### src/rtl/alu_pkg.sv
// Shared definitions for alu_pipe: ISA opcodes, flag bit positions and the
// per-opcode flag update rule.
package alu_pkg;

  localparam logic [3:0] ADD    = 4'h0;
  localparam logic [3:0] SUB    = 4'h1;
  localparam logic [3:0] RED    = 4'h2;
  localparam logic [3:0] XOR    = 4'h3;
  localparam logic [3:0] SLL    = 4'h4;
  localparam logic [3:0] SRA    = 4'h5;
  localparam logic [3:0] ROR    = 4'h6;
  localparam logic [3:0] PADDSB = 4'h7;
  localparam logic [3:0] LW     = 4'h8;
  localparam logic [3:0] SW     = 4'h9;
  localparam logic [3:0] LHB    = 4'hA;
  localparam logic [3:0] LLB    = 4'hB;
  localparam logic [3:0] HLT    = 4'hF;

  localparam int FLAG_N = 2;
  localparam int FLAG_V = 1;
  localparam int FLAG_Z = 0;

  // Bits set in the mask are overwritten when a result of this opcode loads.
  function automatic logic [2:0] flag_update_mask(input logic [3:0] op);
    logic [2:0] mask;
    mask = '0;
    case (op)
      ADD, SUB: begin
        mask[FLAG_N] = 1'b1;
        mask[FLAG_V] = 1'b1;
        mask[FLAG_Z] = 1'b1;
      end
      XOR, SLL, SRA, ROR: mask[FLAG_Z] = 1'b1;
      default: mask = '0;
    endcase
    return mask;
  endfunction

endpackage

### src/rtl/alu_lane_adder.sv
// Saturating signed adder for one PADDSB lane; clamps to the lane's signed range.
module alu_lane_adder #(
  parameter int LANE = 4
) (
  input  logic [LANE-1:0] a_i,
  input  logic [LANE-1:0] b_i,
  output logic [LANE-1:0] sum_o
);

  localparam logic [LANE-1:0] LANE_MAX = {1'b0, {(LANE-1){1'b1}}};
  localparam logic [LANE-1:0] LANE_MIN = {1'b1, {(LANE-1){1'b0}}};

  logic [LANE:0] ext_sum;
  logic          ovf;

  assign ext_sum = {a_i[LANE-1], a_i} + {b_i[LANE-1], b_i};
  // The two top bits of the sign-extended sum disagree exactly on overflow.
  assign ovf     = ext_sum[LANE] ^ ext_sum[LANE-1];
  assign sum_o   = ovf ? (ext_sum[LANE] ? LANE_MIN : LANE_MAX) : ext_sum[LANE-1:0];

endmodule

### src/rtl/alu_pipe.sv
// Two-stage pipelined ALU with valid/ready handshake and an internal N/V/Z flag
// register. Define ALU_PIPE_SAT_EN to make ADD/SUB saturate instead of wrap.
module alu_pipe
  import alu_pkg::*;
#(
  parameter int WIDTH = 16,
  parameter int LANE  = 4
) (
  input  logic             clk,
  input  logic             rst,
  input  logic             in_valid,
  output logic             in_ready,
  input  logic [3:0]       opcode,
  input  logic [WIDTH-1:0] in_a,
  input  logic [WIDTH-1:0] in_b,
  output logic             out_valid,
  input  logic             out_ready,
  output logic [WIDTH-1:0] out_result,
  output logic [2:0]       out_flags
);

  localparam int SHW    = $clog2(WIDTH);
  localparam int NBYTES = WIDTH / 8;
  localparam int NLANES = WIDTH / LANE;

  logic             s1_valid_q, s1_valid_d;
  logic [3:0]       s1_op_q, s1_op_d;
  logic [WIDTH-1:0] s1_a_q, s1_a_d;
  logic [WIDTH-1:0] s1_b_q, s1_b_d;
  logic             out_valid_q, out_valid_d;
  logic [WIDTH-1:0] out_result_q, out_result_d;
  logic [2:0]       out_flags_q, out_flags_d;

  logic             stage2_free;
  logic             accept;

  logic [WIDTH:0]   add_ext, sub_ext;
  logic             add_ovf, sub_ovf;
  logic [WIDTH-1:0] add_res, sub_res;
  logic [WIDTH-1:0] red_res, sll_res, sra_res, ror_res, pad_res, mem_res;
  logic [WIDTH-1:0] lhb_res, llb_res;
  logic [SHW-1:0]   shamt;
  logic [WIDTH-1:0] alu_res;
  logic             alu_ovf;
  logic [2:0]       upd_mask, new_flags;

  // Handshake
  assign stage2_free = !out_valid_q || out_ready;
  assign in_ready    = !rst && (!s1_valid_q || stage2_free);
  assign accept      = in_valid && in_ready;

  // ADD / SUB on sign-extended operands so the overflow test is local
  assign add_ext = {s1_a_q[WIDTH-1], s1_a_q} + {s1_b_q[WIDTH-1], s1_b_q};
  assign sub_ext = {s1_a_q[WIDTH-1], s1_a_q} - {s1_b_q[WIDTH-1], s1_b_q};
  assign add_ovf = add_ext[WIDTH] ^ add_ext[WIDTH-1];
  assign sub_ovf = sub_ext[WIDTH] ^ sub_ext[WIDTH-1];

`ifdef ALU_PIPE_SAT_EN
  localparam logic [WIDTH-1:0] SAT_MAX = {1'b0, {(WIDTH-1){1'b1}}};
  localparam logic [WIDTH-1:0] SAT_MIN = {1'b1, {(WIDTH-1){1'b0}}};

  assign add_res = add_ovf ? (add_ext[WIDTH] ? SAT_MIN : SAT_MAX) : add_ext[WIDTH-1:0];
  assign sub_res = sub_ovf ? (sub_ext[WIDTH] ? SAT_MIN : SAT_MAX) : sub_ext[WIDTH-1:0];
`else
  assign add_res = add_ext[WIDTH-1:0];
  assign sub_res = sub_ext[WIDTH-1:0];
`endif

  // NOTE: every always_comb assigns its outputs a default first, so no path
  // leaves a signal unassigned and no latch is inferred.
  always_comb begin
    red_res = '0;
    for (int i = 0; i < NBYTES; i++) begin
      red_res = red_res
              + {{(WIDTH-8){s1_a_q[8*i+7]}}, s1_a_q[8*i +: 8]}
              + {{(WIDTH-8){s1_b_q[8*i+7]}}, s1_b_q[8*i +: 8]};
    end
  end

  assign shamt   = s1_b_q[SHW-1:0];
  assign sll_res = s1_a_q << shamt;
  assign sra_res = $signed(s1_a_q) >>> shamt;
  assign ror_res = WIDTH'({s1_a_q, s1_a_q} >> shamt);
  assign mem_res = {s1_a_q[WIDTH-1:1], 1'b0} + {s1_b_q[WIDTH-2:0], 1'b0};

  always_comb begin
    lhb_res        = s1_a_q;
    lhb_res[15:8]  = s1_b_q[7:0];
    llb_res        = s1_a_q;
    llb_res[7:0]   = s1_b_q[7:0];
  end

  for (genvar g = 0; g < NLANES; g++) begin : g_lane
    alu_lane_adder #(
      .LANE (LANE)
    ) u_lane (
      .a_i   (s1_a_q[g*LANE +: LANE]),
      .b_i   (s1_b_q[g*LANE +: LANE]),
      .sum_o (pad_res[g*LANE +: LANE])
    );
  end

  always_comb begin
    alu_res = '0;
    alu_ovf = 1'b0;
    case (s1_op_q)
      ADD:     begin alu_res = add_res; alu_ovf = add_ovf; end
      SUB:     begin alu_res = sub_res; alu_ovf = sub_ovf; end
      RED:     alu_res = red_res;
      XOR:     alu_res = s1_a_q ^ s1_b_q;
      SLL:     alu_res = sll_res;
      SRA:     alu_res = sra_res;
      ROR:     alu_res = ror_res;
      PADDSB:  alu_res = pad_res;
      LW, SW:  alu_res = mem_res;
      LHB:     alu_res = lhb_res;
      LLB:     alu_res = llb_res;
      HLT:     alu_res = '0;
      default: alu_res = '0;
    endcase
  end

  assign upd_mask          = flag_update_mask(s1_op_q);
  assign new_flags[FLAG_N] = alu_res[WIDTH-1];
  assign new_flags[FLAG_V] = alu_ovf;
  assign new_flags[FLAG_Z] = (alu_res == '0);

  // Stage 2 refills whenever it is free; stage 1 is overwritten on accept.
  always_comb begin
    s1_valid_d   = s1_valid_q;
    s1_op_d      = s1_op_q;
    s1_a_d       = s1_a_q;
    s1_b_d       = s1_b_q;
    out_valid_d  = out_valid_q;
    out_result_d = out_result_q;
    out_flags_d  = out_flags_q;
    if (stage2_free) begin
      out_valid_d = s1_valid_q;
      s1_valid_d  = 1'b0;
      if (s1_valid_q) begin
        out_result_d = alu_res;
        out_flags_d  = (new_flags & upd_mask) | (out_flags_q & ~upd_mask);
      end
    end
    if (accept) begin
      s1_valid_d = 1'b1;
      s1_op_d    = opcode;
      s1_a_d     = in_a;
      s1_b_d     = in_b;
    end
  end

  // NOTE: sequential state uses non-blocking assignments so every register
  // samples the pre-edge values regardless of statement order.
  always_ff @(posedge clk) begin
    if (rst) begin
      s1_valid_q   <= 1'b0;
      out_valid_q  <= 1'b0;
      out_result_q <= '0;
      out_flags_q  <= '0;
    end else begin
      s1_valid_q   <= s1_valid_d;
      out_valid_q  <= out_valid_d;
      out_result_q <= out_result_d;
      out_flags_q  <= out_flags_d;
    end
  end

  // NOTE: operand registers carry no reset; they are only observed while
  // s1_valid_q is set, which reset clears.
  always_ff @(posedge clk) begin
    s1_op_q <= s1_op_d;
    s1_a_q  <= s1_a_d;
    s1_b_q  <= s1_b_d;
  end

  assign out_valid  = out_valid_q;
  assign out_result = out_result_q;
  assign out_flags  = out_flags_q;

endmodule

### config.mk
export PLATFORM = sky130hd
export DESIGN_NAME = alu_pipe
export DESIGN_NICKNAME = d
export VERILOG_FILES = /design/src/rtl/alu_pkg.sv /design/src/rtl/alu_lane_adder.sv /design/src/rtl/alu_pipe.sv
export SDC_FILE = /design/constraint.sdc
export NUM_CORES = 1
export LEC_CHECK = 0
export ABC_AREA = 1
export ABC_CLOCK_PERIOD_IN_PS = 3400
export CAP_MARGIN = 10
export CORE_ASPECT_RATIO = 0.75
export CORE_MARGIN = 4
export CORE_UTILIZATION = 45
export CTS_CLUSTER_SIZE = 10
export DETAILED_ROUTE_END_ITERATION = 16
export PLACE_DENSITY = 0.66
export SLEW_MARGIN = 0
export SYNTH_ARGS = -nofsm -noshare
export SYNTH_HDL_FRONTEND = slang
export SYNTH_SLANG_ARGS = --single-unit
### constraint.sdc
create_clock -name clk -period 3.4 [get_ports clk]
set_input_delay 0.85 -clock clk [delete_from_list [all_inputs] [get_ports clk]]
set_output_delay 0.85 -clock clk [all_outputs]
set_load 0.005 [all_outputs]
==> summary.md, run 1 <==
| Metric | Value |
|---|---|
| Status | `completed` |
| Share of cells above drive strength 1 | `0.1014` |
| Routed wire length | `37180 µm` |
| DRC violations left | `0` |
| Placed Cells | `1811` |
| Final ANT Viol Nets | `0` |
| Pwr Density | `300.9 nW/µm²` |
| Synth Warn # | `0` |
| Crit end category | `flop` |
| FMAX | `0.2997 GHz` |
| Row Count | `43` |
| Die ar. | `between 20000 and 25000 µm²` |
| RD Place Congestion | `roughly 1.1` |
| Final setup fails | `0` |
| CP dominant cell by count | `nand2_1` |
| H-tree Lvls | `3` |
| Fill cells | `between 1500 and 2000` |
| Leak | `5.334 nW` |
| Worst skew pair latency | `0.33 ns` |
| Hold slack | `0.4753 ns` |
| Post-Synthesis Cells | `1466` |
| Worst path max stage delay | `0.54 ns` |
| Worst-path cell chain | `inv_1 > fa_1 > fa_1 > inv_1 > ha_4 > nand2_1 > nand2_1 > inv_1 > nand2_1 > nand2_1 > nand2_1 > nand2_1 > nand3_1 > nand2_1 > nor2_1 > nand3_1 > nor2_1 > nand2_1 > nor2_1 > nand2_1 > a21oi_2` |
| Root Buffer | `clkbuf_16` |
| EDFF count, synth | `36` |
| Number of synthesized register bits | `57` |
| Area of the multi-input gates | `6207 µm²` |
| Largest net degree at the start of global routing | `39` |
| Total gr overflow | `0` |
| Final Skew | `0.004548 ns` |
| Vias | `10340` |
| VDD IR max | `395.7 µV` |
| Clock buffer depth | `2` |
| Hold-fix buffers at CTS | `0` |
| RSZ-0062 raised after global routing | `true` |
| Synthesized Nets | `1586` |
| Relative slew slack | `0.5154` |
| All-Layer GR Usage | `0.3424` |
| Vias in the first global route | `9418` |
| Pins Over Slew Limit | `0` |
| CP Class | `reg2reg` |
| Iter 0 DRT Violations | `~1500` |
| Sequential area share after synthesis | `0.1763` |
| Starting Density | `0.4588` |
| Non-filler instance count after layout | `1835` |
| Post-DR vias/cell | `5.634` |
| Clk sinks | `57` |
| Async SR Flop Fraction | `0` |
| Max cap viols | `0` |
| Die H | `127.1 µm` |
| Area grow syn2layout | `20.42%` |
| Die Width | `approximately 170 µm` |
| Worst hold path class | `reg2reg` |
| First-pass GRT wire length | `55480 µm` |
| # port buffers | `60` |
| Final min period | `3.337 ns` |
| Crit share post-route | `0.9815` |
| Syn Std Cell Area | `8517 µm²` |
| Reg clk slew, reported paths | `0.05 ns` |
| TritonCTS clock tree | `yes` |
| Worst path required time | `3.67 ns` |
| Startpoint Class | `flop` |
| FF/Latch Area | `1501 µm²` |
| CP max-delay cell | `fa_1` |
| Core area | `18560 µm²` |
| Initial antenna violation count | `1` |
| Drt pass-1 iters | `7` |
| CTS Buf Count | `9` |
| Worst-Margin Slew | `roughly 0.72 ns` |
| Final HPWL from detailed placement | `between 30000 and 40000 µm` |
| Hold Fails Final Rpt | `0` |
| NumNets Final | `between 1500 and 2000` |
| Synth unique cells | `38` |
| IO Count | `61` |
| WP data arrival | `about 3.6 ns` |
| Synthesized area per cell | `roughly 5.8 µm²` |
| Drt wl/cell | `20.26 µm` |
| R2R Setup Slk | `approximately 0.063 ns` |
| Pwr Total | `3.087 mW` |
| Synth Flop Type | `edfxtp_1` |
| Crit-path max FO | `7` |
-- metal layers --
metal	wire length (µm)	track usage	up-vias
met2	14820	0.4957	582
met5	0	0	-
li1	-	-	4974
met3	4749	0.08815	76
met4	1354	0.1092	0
met1	16260	0.4983	4707
-- report_power, final --
| part | internal, mW | switching [mW] | total, mW |
|---|---|---|---|
| logic | 0.514 | 0.855 | 1.37 |
| clock network | 0.602 | 0.312 | 0.913 |
| registers | 0.776 | 0.0278 | 0.804 |
-- layout by cell type, fill, tap and decap left out, types with 3 or more instances in the layout --
cell type        count
nand3b_1            17
ha_1                52
o21bai_1             4
nor2_2              13
edfxtp_1            36
nand4_1             16
inv_1              161
nand2_1            510
o22ai_1              4
a21oi_1             59
xor2_1               6
clkdlybuf4s50_1     60
a21boi_0             3
o211ai_1             4
ha_4                 4
a21oi_2              5
clkbuf_16            9
a31oi_1              4
nor2_1             153
buf_4               87
fa_2                 3
o21ai_1              5
o21ai_0             35
inv_2               15
dfxtp_1             21
nand3_1            244
nand3_2              3
nand2_4              7
fa_1                20
-- cells in the mapped netlist (7+ instances only) --
master    number  share of area
inv_1        165          0.073
nor2_1       160          0.071
clkbuf_1      10         0.0044
fa_1          23          0.054
buf_4          7         0.0062
nand3b_1      17          0.015
edfxtp_1      36           0.13
dfxtp_1       21          0.049
nand2_1      511           0.23
o21ai_0       37          0.022
nand2_4        7         0.0093
buf_2         21          0.012
nor2_2         8         0.0059
nand3_1      246           0.14
a21oi_1       61          0.036
inv_2         11         0.0048
nand4_1       16          0.012
ha_1          57          0.084
-- layout make-up --
cell class,instances,share of cell area
Antenna cell,1,0.0002440
Clock buffer,11,0.02464
Clock inverter,5,0.005246
Inverter,179,0.06588
Multi-Input combinational cell,1188,0.6052
Sequential cell,57,0.1464
Tap cell,247,0.03013
Timing Repair Buffer,147,0.1222
-- worst paths after layout --
path / startpoint / end / cells past startpoint
hold reg to reg: s1_valid_q / out_valid / 2
hold / removal: s1_valid_q / out_valid / 2
setup reg to reg: s1_a_q[11] / flop / 21
setup / recovery: s1_a_q[11] / flop / 21
-- registers in the layout (all words and copies together), names as in the netlist, named ones only --
register / cells
out_result: 16
s1_valid_q: 1
s1_op_q: 4
s1_a_q: 16
s1_b_q: 16
out_valid: 1
-- critical path, delay by kind of cell (launching register included) --
kind,cells,cell delay [ns]
AND/OR/NAND/NOR,14,1.18
adder cells (fa/ha/maj),3,1.31
AO/OA/AOI/OAI,1,0.10
buffers and inverters,3,0.28
flip-flops,1,0.39
-- stage by stage --
step	setup TNS, ns	cell area, µm²	utilization	setup WS [ns]
2_1_floorplan	-0.01469	8557	-	-0.01469
3_3_place_gp	-0.04957	9814	0.5288	-0.04957
3_5_place_dp	-0.01458	9814	0.5288	-0.01458
4_1_cts	0	10120	0.5454	0.01289
5_1_grt	-0.1091	10260	0.5525	-0.1007
6_report	0	10260	0.5525	0.06290
-- cell families after synthesis --
logic type      count (synthesis)  synth area share
flops                          57            0.1763
simple gates                  977            0.4916
fa+ha+maj                      80            0.1378
buf+inv                       221            0.1084
compound gates                125           0.07977
xor+xnor                        6          0.006170
-- what timing repair did --
item | 4_1_cts | 5_1_grt
gates resized for setup | 2 | 22
pin swaps | 0 | 10
endpoints found under the setup margin | 1 | 10
setup buffers | 0 | 7
(Power assumes the default switching activity.)
==> run 2, diff against run 1 <==
Settings changed: SKIP_CTS_REPAIR_TIMING from default to 1.
==> run 2 against run 1 <==
Compared with the run above: global-route usage is essentially flat; wire length shrank 0.26%; sequential power is essentially flat; maximum frequency shrank 0.13%; sequential share of layout area is the same; setup slack lost 0.0043 ns; combinational power is essentially flat; worst hold slack is essentially flat; largest cell class unchanged; highest routed layer unchanged.
==> summary.md, run 2 (synthesis gave the netlist of run 1 again) <==
| Metric | Value |
|---|---|
| WHS Endpoint | `out_valid` |
| Crit-path max FO | `7 (unchanged)` |
| Pwr Total | `3.086 mW (about the same)` |
| Setup TNS | `0 ns (unchanged)` |
| TritonCTS clock tree | `yes` |
| CP max-delay cell | `fa_1` |
| Pwr Density | `300.9 nW/µm² (about the same)` |
| Commonest non-fill, non-tap cells in the layout | `nand2_1, nand3_1, inv_1` |
| NumNets Final | `1702 (unchanged)` |
| Net Sw Power | `1.194 mW (about the same)` |
| Worst path max stage delay | `0.54 ns (about the same)` |
| RSZ-0062 raised after global routing | `true` |
| Die ar. | `21210 µm² (unchanged)` |
| Worst setup path start | `s1_a_q[11]` |
| CTS Buf Count | `9 (unchanged)` |
| P_int | `1.892 mW (about the same)` |
| IO Count | `61 (unchanged)` |
| Status | `completed` |
| Crit share post-route | `0.9828 (+0.001270)` |
| Vias in the first global route | `9415 (-0.032%)` |
| VDD IR max | `400.6 µV (+1.2%)` |
| WP data arrival | `3.61 ns (about the same)` |
| Worst skew pair latency | `0.33 ns (about the same)` |
| Clk sinks | `57 (unchanged)` |
| Final HPWL from detailed placement | `30090 µm (unchanged)` |
| Clock network power share | `0.296 (about the same)` |
| Drt wl/cell | `20.21 µm (-0.26%)` |
| CP dominant cell by count | `nand2_1` |
| Final min period | `3.341 ns (+0.004320 ns)` |
| Hold Fails Final Rpt | `0 (unchanged)` |
| GRT met3 Usage | `0.08784 (-0.0003093)` |
| R2R Setup Slk | `0.06 ns (about the same)` |
| Area grow syn2layout | `20.42% (unchanged)` |
| # port buffers | `60 (unchanged)` |
| FMAX | `0.2993 GHz (-0.13%)` |
| CP Class | `reg2reg` |
| Max cap viols | `0 (unchanged)` |
| H-tree Lvls | `3 (unchanged)` |
| Hold slack | `0.4751 ns (-0.0001620 ns)` |
| Root Buffer | `clkbuf_16` |
| Worst setup margin | `0.05858 ns (-0.004320 ns)` |
| Sw Share | `0.3869 (about the same)` |
| Combinational share of power | `0.443 (about the same)` |
| Cell family contributing the most delay on the critical path | `adder cells` |
| Dpl ws | `-0.01458 ns (unchanged)` |
| Hold path depth | `2 (unchanged)` |
| Total gr overflow | `0 (unchanged)` |
| Core area | `18560 µm² (unchanged)` |
| Startpoint Class | `flop` |
| Row Count | `43 (unchanged)` |
| Worst-path cell chain | `inv_1 > fa_1 > fa_1 > inv_1 > ha_4 > nand2_1 > nand2_1 > inv_1 > nand2_1 > nand2_1 > nand2_1 > nand2_1 > nand3_1 > nand2_1 > nor2_1 > nand3_1 > nor2_1 > nand2_1 > nor2_1 > nand2_1 > a21oi_2` |
| Drt pass-1 iters | `6 (-1)` |
| RR Startpoint | `s1_a_q[11]` |
| First-pass GRT wire length | `55480 µm (about the same)` |
| Grt met2 use | `0.4957 (unchanged)` |
| Initial antenna violation count | `1 (unchanged)` |
| Starting Density | `0.4588 (unchanged)` |
| Area after DPL | `9814 µm² (unchanged)` |
| DRC violations left | `0 (unchanged)` |
| All-Layer GR Usage | `0.3423 (about the same)` |
| Relative slew slack | `0.4984 (-0.01697)` |
| Share of cells above drive strength 1 | `0.1014 (unchanged)` |
| Crit end category | `flop` |
| Share of power burned in registers | `0.261 (about the same)` |
| Pins Over Slew Limit | `0 (unchanged)` |
| Clock buffer depth | `2 (unchanged)` |
| HP Start | `s1_valid_q` |
| Routed wire length | `37090 µm (-0.26%)` |
| Final setup fails | `0 (unchanged)` |
| Commonest non-fill, non-tap cell in the layout | `nand2_1` |
| Worst-Margin Slew | `0.7496 ns (+0.02536 ns)` |
| Non-filler instance count after layout | `1835 (unchanged)` |
| Placed Cells | `1811 (unchanged)` |
| Die Width | `166.9 µm (unchanged)` |
| Worst path required time | `3.67 ns (about the same)` |
| Vias | `10360 (+0.19%)` |
| Post-DR vias/cell | `5.645 (+0.19%)` |
| Iter 0 DRT Violations | `1460 (-3.5%)` |
| Finished Cell Area | `10260 µm² (unchanged)` |
| Final Skew | `0.004723 ns (+0.0001752 ns)` |
| CP Buf/Inv Count | `3 (unchanged)` |
| Core Util, Final | `0.5525 (unchanged)` |
| Reg2Reg Depth | `21 (unchanged)` |
| Final ANT Viol Nets | `0 (unchanged)` |
| Reg clk slew, reported paths | `0.05 ns (about the same)` |
| Die H | `127.1 µm (unchanged)` |
| RD Place Congestion | `1.086 (unchanged)` |
| Worst hold path class | `reg2reg` |
| Routing usage on met1 | `0.4983 (unchanged)` |
| Largest net degree at the start of global routing | `39 (unchanged)` |
| Global-route layer with the greatest usage | `met1` |
| Leak | `5.334 nW (unchanged)` |
[run 2: routing by layer]
metal / vias up / part of all wire
li1: 4973 / -
met1: 4698 / 0.43
met2: 605 / 0.40
met3: 83 / 0.14
met4: 0 / 0.038
met5: - / 0
[run 2: power by group through the flow]
stage	clock network, mW	logic (mW)	registers, mW
floorplan	0	0.808	0.823
global placement	0	1.27	0.815
detailed placement	0	1.27	0.815
CTS	0.922	1.29	0.803
global route	0.955	1.50	0.806
finish	0.915	1.37	0.804
[run 2: area by class of cell]
class                      instances  area, µm²
fill                            1929       8305
antenna                            1      2.502
tap                              247      309.0
multi-input combinational       1188       6207
clock buffer                      11      252.7
sequential                        57       1501
timing repair buffer             147       1254
inverter                         179      675.6
clock inverter                     5      53.80
[run 2: how the worst max path moves through the flow]
| stage | to | depth (start not counted) | slack (ns) |
|---|---|---|---|
| 6_report | flop | 21 | 0.06 |
| 5_1_grt | flop | 19 | -0.10 |
| 4_1_cts | flop | 19 | -0.04 |
| 3_5_place_dp | flop | 19 | -0.01 |
| 3_3_place_gp | flop | 19 | -0.05 |
| 2_1_floorplan | flop | 21 | -0.01 |
[run 2: tightest hold or removal path, cell delays in order (launching register included)]
cell	delay, ns
dfxtp_1	0.30
inv_1	0.06
a21oi_1	0.06
==> run 3, diff against run 2 <==
Settings changed: CORE_UTILIZATION 45 to 56, CTS_CLUSTER_SIZE 10 to 8, PLACE_DENSITY 0.66 to default, PLACE_DENSITY_LB_ADDON from default to 0.25.
==> run 3 against run 2 <==
Compared with the run above: the flow now finishes with violations (setup timing); largest cell class unchanged; wire length rose by 1.8%; worst hold slack better by 0.016 ns; sequential share of layout area up 0.22 points; critical path type unchanged; combinational power grew 4%.
==> summary.md, run 3 (synthesis gave the netlist of run 1 again) <==
| Metric | Value |
|---|---|
| Status | `finished with violations` |
| Failing checks | `setup timing` |
| Hold Fails Final Rpt | `0 (unchanged)` |
| Share of power burned in registers | `0.252 (-0.009)` |
| CP max-delay cell | `fa_2` |
| Largest net degree at the start of global routing | `39 (unchanged)` |
| Iter 0 DRT Violations | `1887 (+29%)` |
| Area of the multi-input gates | `6243 µm² (+0.58%)` |
| Final HPWL from detailed placement | `29190 µm (-3.0%)` |
| Crit end category | `flop` |
| Vias | `11000 (+6.2%)` |
| Worst hold path class | `reg2reg` |
| Pwr Density | `317.2 nW/µm² (+5.4%)` |
| VDD IR max | `447.7 µV (+12%)` |
| Worst path required time | `3.66 ns (about the same)` |
| Die ar. | `17270 µm² (-19%)` |
| DRC violations left | `0 (unchanged)` |
| Starting Density | `0.5797 (+0.1209)` |
| Final min period | `3.447 ns (+0.1055 ns)` |
| Non-filler instance count after layout | `1768 (-3.7%)` |
| Dpl ws | `-0.1344 ns (-0.1198 ns)` |
| Worst path max stage delay | `0.64 ns (+0.10 ns)` |
| Sw Share | `0.3925 (+0.005602)` |
| Crit-path max FO | `6 (-1)` |
| Final setup fails | `1 (+1)` |
| Startpoint Class | `flop` |
| Area after DPL | `9605 µm² (-2.1%)` |
| TritonCTS clock tree | `yes` |
| Net Sw Power | `1.258 mW (+5.3%)` |
| Leak | `5.262 nW (-1.3%)` |
| Share of cells above drive strength 1 | `0.09758 (-0.003873)` |
| RD Place Congestion | `1.162 (+7.0%)` |
| Routed wire length | `37770 µm (+1.8%)` |
| IO Count | `61 (unchanged)` |
| Reg clk slew, reported paths | `0.05 ns (about the same)` |
| RSZ-0062 raised after global routing | `true` |
| Clk sinks | `57 (unchanged)` |
| Worst setup margin | `-0.04688 ns (-0.1055 ns)` |
| Hold path depth | `2 (unchanged)` |
| # diodes | `0 (-1)` |
| WP data arrival | `3.71 ns (+0.10 ns)` |
| Worst skew pair latency | `0.33 ns (about the same)` |
| Drt pass-1 iters | `7 (+1)` |
| Total gr overflow | `0 (unchanged)` |
| First-pass GRT wire length | `56230 µm (+1.4%)` |
| Clock buffer depth | `2 (unchanged)` |
| Fill cells | `1287 (-33%)` |
| CTS Buf Count | `9 (unchanged)` |
| H-tree Lvls | `3 (unchanged)` |
| FMAX | `0.2901 GHz (-3.1%)` |
| Placed Cells | `1744 (-3.7%)` |
| NumNets Final | `1683 (-1.1%)` |
| P_int | `1.947 mW (+2.9%)` |
| Root Buffer | `clkbuf_16` |
| Die H | `114.8 µm (-9.7%)` |
| Final ANT Viol Nets | `0 (unchanged)` |
| Core area | `14690 µm² (-21%)` |
| Crit share post-route | `1.014 (+0.03102)` |
| Post-DR vias/cell | `6.222 (+10%)` |
| Initial antenna violation count | `0 (-1)` |
| Final Skew | `0.006306 ns (+0.001584 ns)` |
| CP Class | `reg2reg` |
| Pwr Total | `3.205 mW (+3.8%)` |
| Commonest non-fill, non-tap cells in the layout | `nand2_1, nand3_1, inv_1` |
| Area grow syn2layout | `18.63%` |
| Max cap viols | `0 (unchanged)` |
| Relative slew slack | `0.5106 (+0.01221)` |
| Row Count | `38 (-12%)` |
| Drt wl/cell | `21.36 µm (+5.7%)` |
| Commonest non-fill, non-tap cell in the layout | `nand2_1` |
| Reg2Reg Depth | `17 (-19%)` |
| Vias in the first global route | `9910 (+5.3%)` |
| CP dominant cell by count | `nand2_1` |
| Worst-Margin Slew | `0.7314 ns (-0.01824 ns)` |
| Combinational share of power | `0.442 (about the same)` |
| # port buffers | `60 (unchanged)` |
| Pins Over Slew Limit | `0 (unchanged)` |
| Setup TNS | `-0.04688 ns (-0.04688 ns)` |
| Finished Cell Area | `10100 µm² (-1.5%)` |
| Clock network power share | `0.306 (+0.010)` |
| Worst-path cell chain | `fa_2 > fa_1 > ha_1 > nand2_1 > nor2_1 > nand3_1 > nand3_1 > nand2_1 > nand3_4 > nand2_1 > nor2_1 > nand3_1 > nor2_1 > nand2_1 > nor2_1 > nand2_1 > a21oi_2` |
| Die Width | `150.4 µm (-9.9%)` |
| All-Layer GR Usage | `0.4311 (+0.08886)` |
| FF/Latch Area | `1501 µm² (unchanged)` |
[run 3: cell count changes in the layout (fill, tap and decap cells not counted), sizes merged]
cell	change
bufinv	+1
clkinvlp	-2
buf	-19
clkinv	+1
diode	-1
[run 3: final cells by class]
| type | count | share of cell area |
|---|---|---|
| Multi-Input combinational cell | 1188 | 0.6180 |
| Tap cell | 200 | 0.02477 |
| Sequential cell | 57 | 0.1486 |
| Clock inverter | 5 | 0.007802 |
| Timing Repair Buffer | 128 | 0.1100 |
| Clock buffer | 11 | 0.02402 |
| Inverter | 179 | 0.06687 |
[run 3: worst paths after layout]
kind | endpoint | start | slack (ns)
worst max-delay path | flop | s1_b_q[7] | -0.05
worst max register to register | flop | s1_b_q[7] | -0.05
worst min register to register | out_valid | s1_valid_q | 0.49
worst min-delay path | out_valid | s1_valid_q | 0.49
[run 3: power by group through the flow]
stage / sequential, mW / clock (mW) / combinational, mW
finish: 0.807 / 0.980 / 1.42
global route: 0.808 / 1.02 / 1.52
CTS: 0.803 / 0.983 / 1.28
detailed placement: 0.815 / 0 / 1.25
global placement: 0.814 / 0 / 1.23
floorplan: 0.823 / 0 / 0.808
[run 3: stage by stage]
step | hold WS, ns | utilization
after detailed placement | 0.4891 | 0.6538
after global routing | 0.5409 | 0.6877
after global placement | 0.4701 | 0.6538
after CTS | 0.4972 | 0.6757
final | 0.4915 | 0.6877
after floorplan | 0.4506 | -
[run 3: routing by layer]
layer / part of all wire / vias up / routed length [µm] / track usage
met1: 0.39 / 4974 / 14570 / 0.5851
met3: 0.17 / 165 / 6451 / 0.1702
met4: 0.058 / 0 / 2191 / 0.1913
met5: 0 / - / 0 / 0
li1: - / 4931 / - / -
met2: 0.39 / 931 / 14560 / 0.6059
[run 3: worst max-delay path, delay by kind of cell (launching register included)]
kind / cells / cell delay, ns
AOI/OAI and AO/OA: 1 / 0.12
DFF: 1 / 0.44
and+or+nand+nor: 13 / 1.34
adders and majority gates: 3 / 1.48
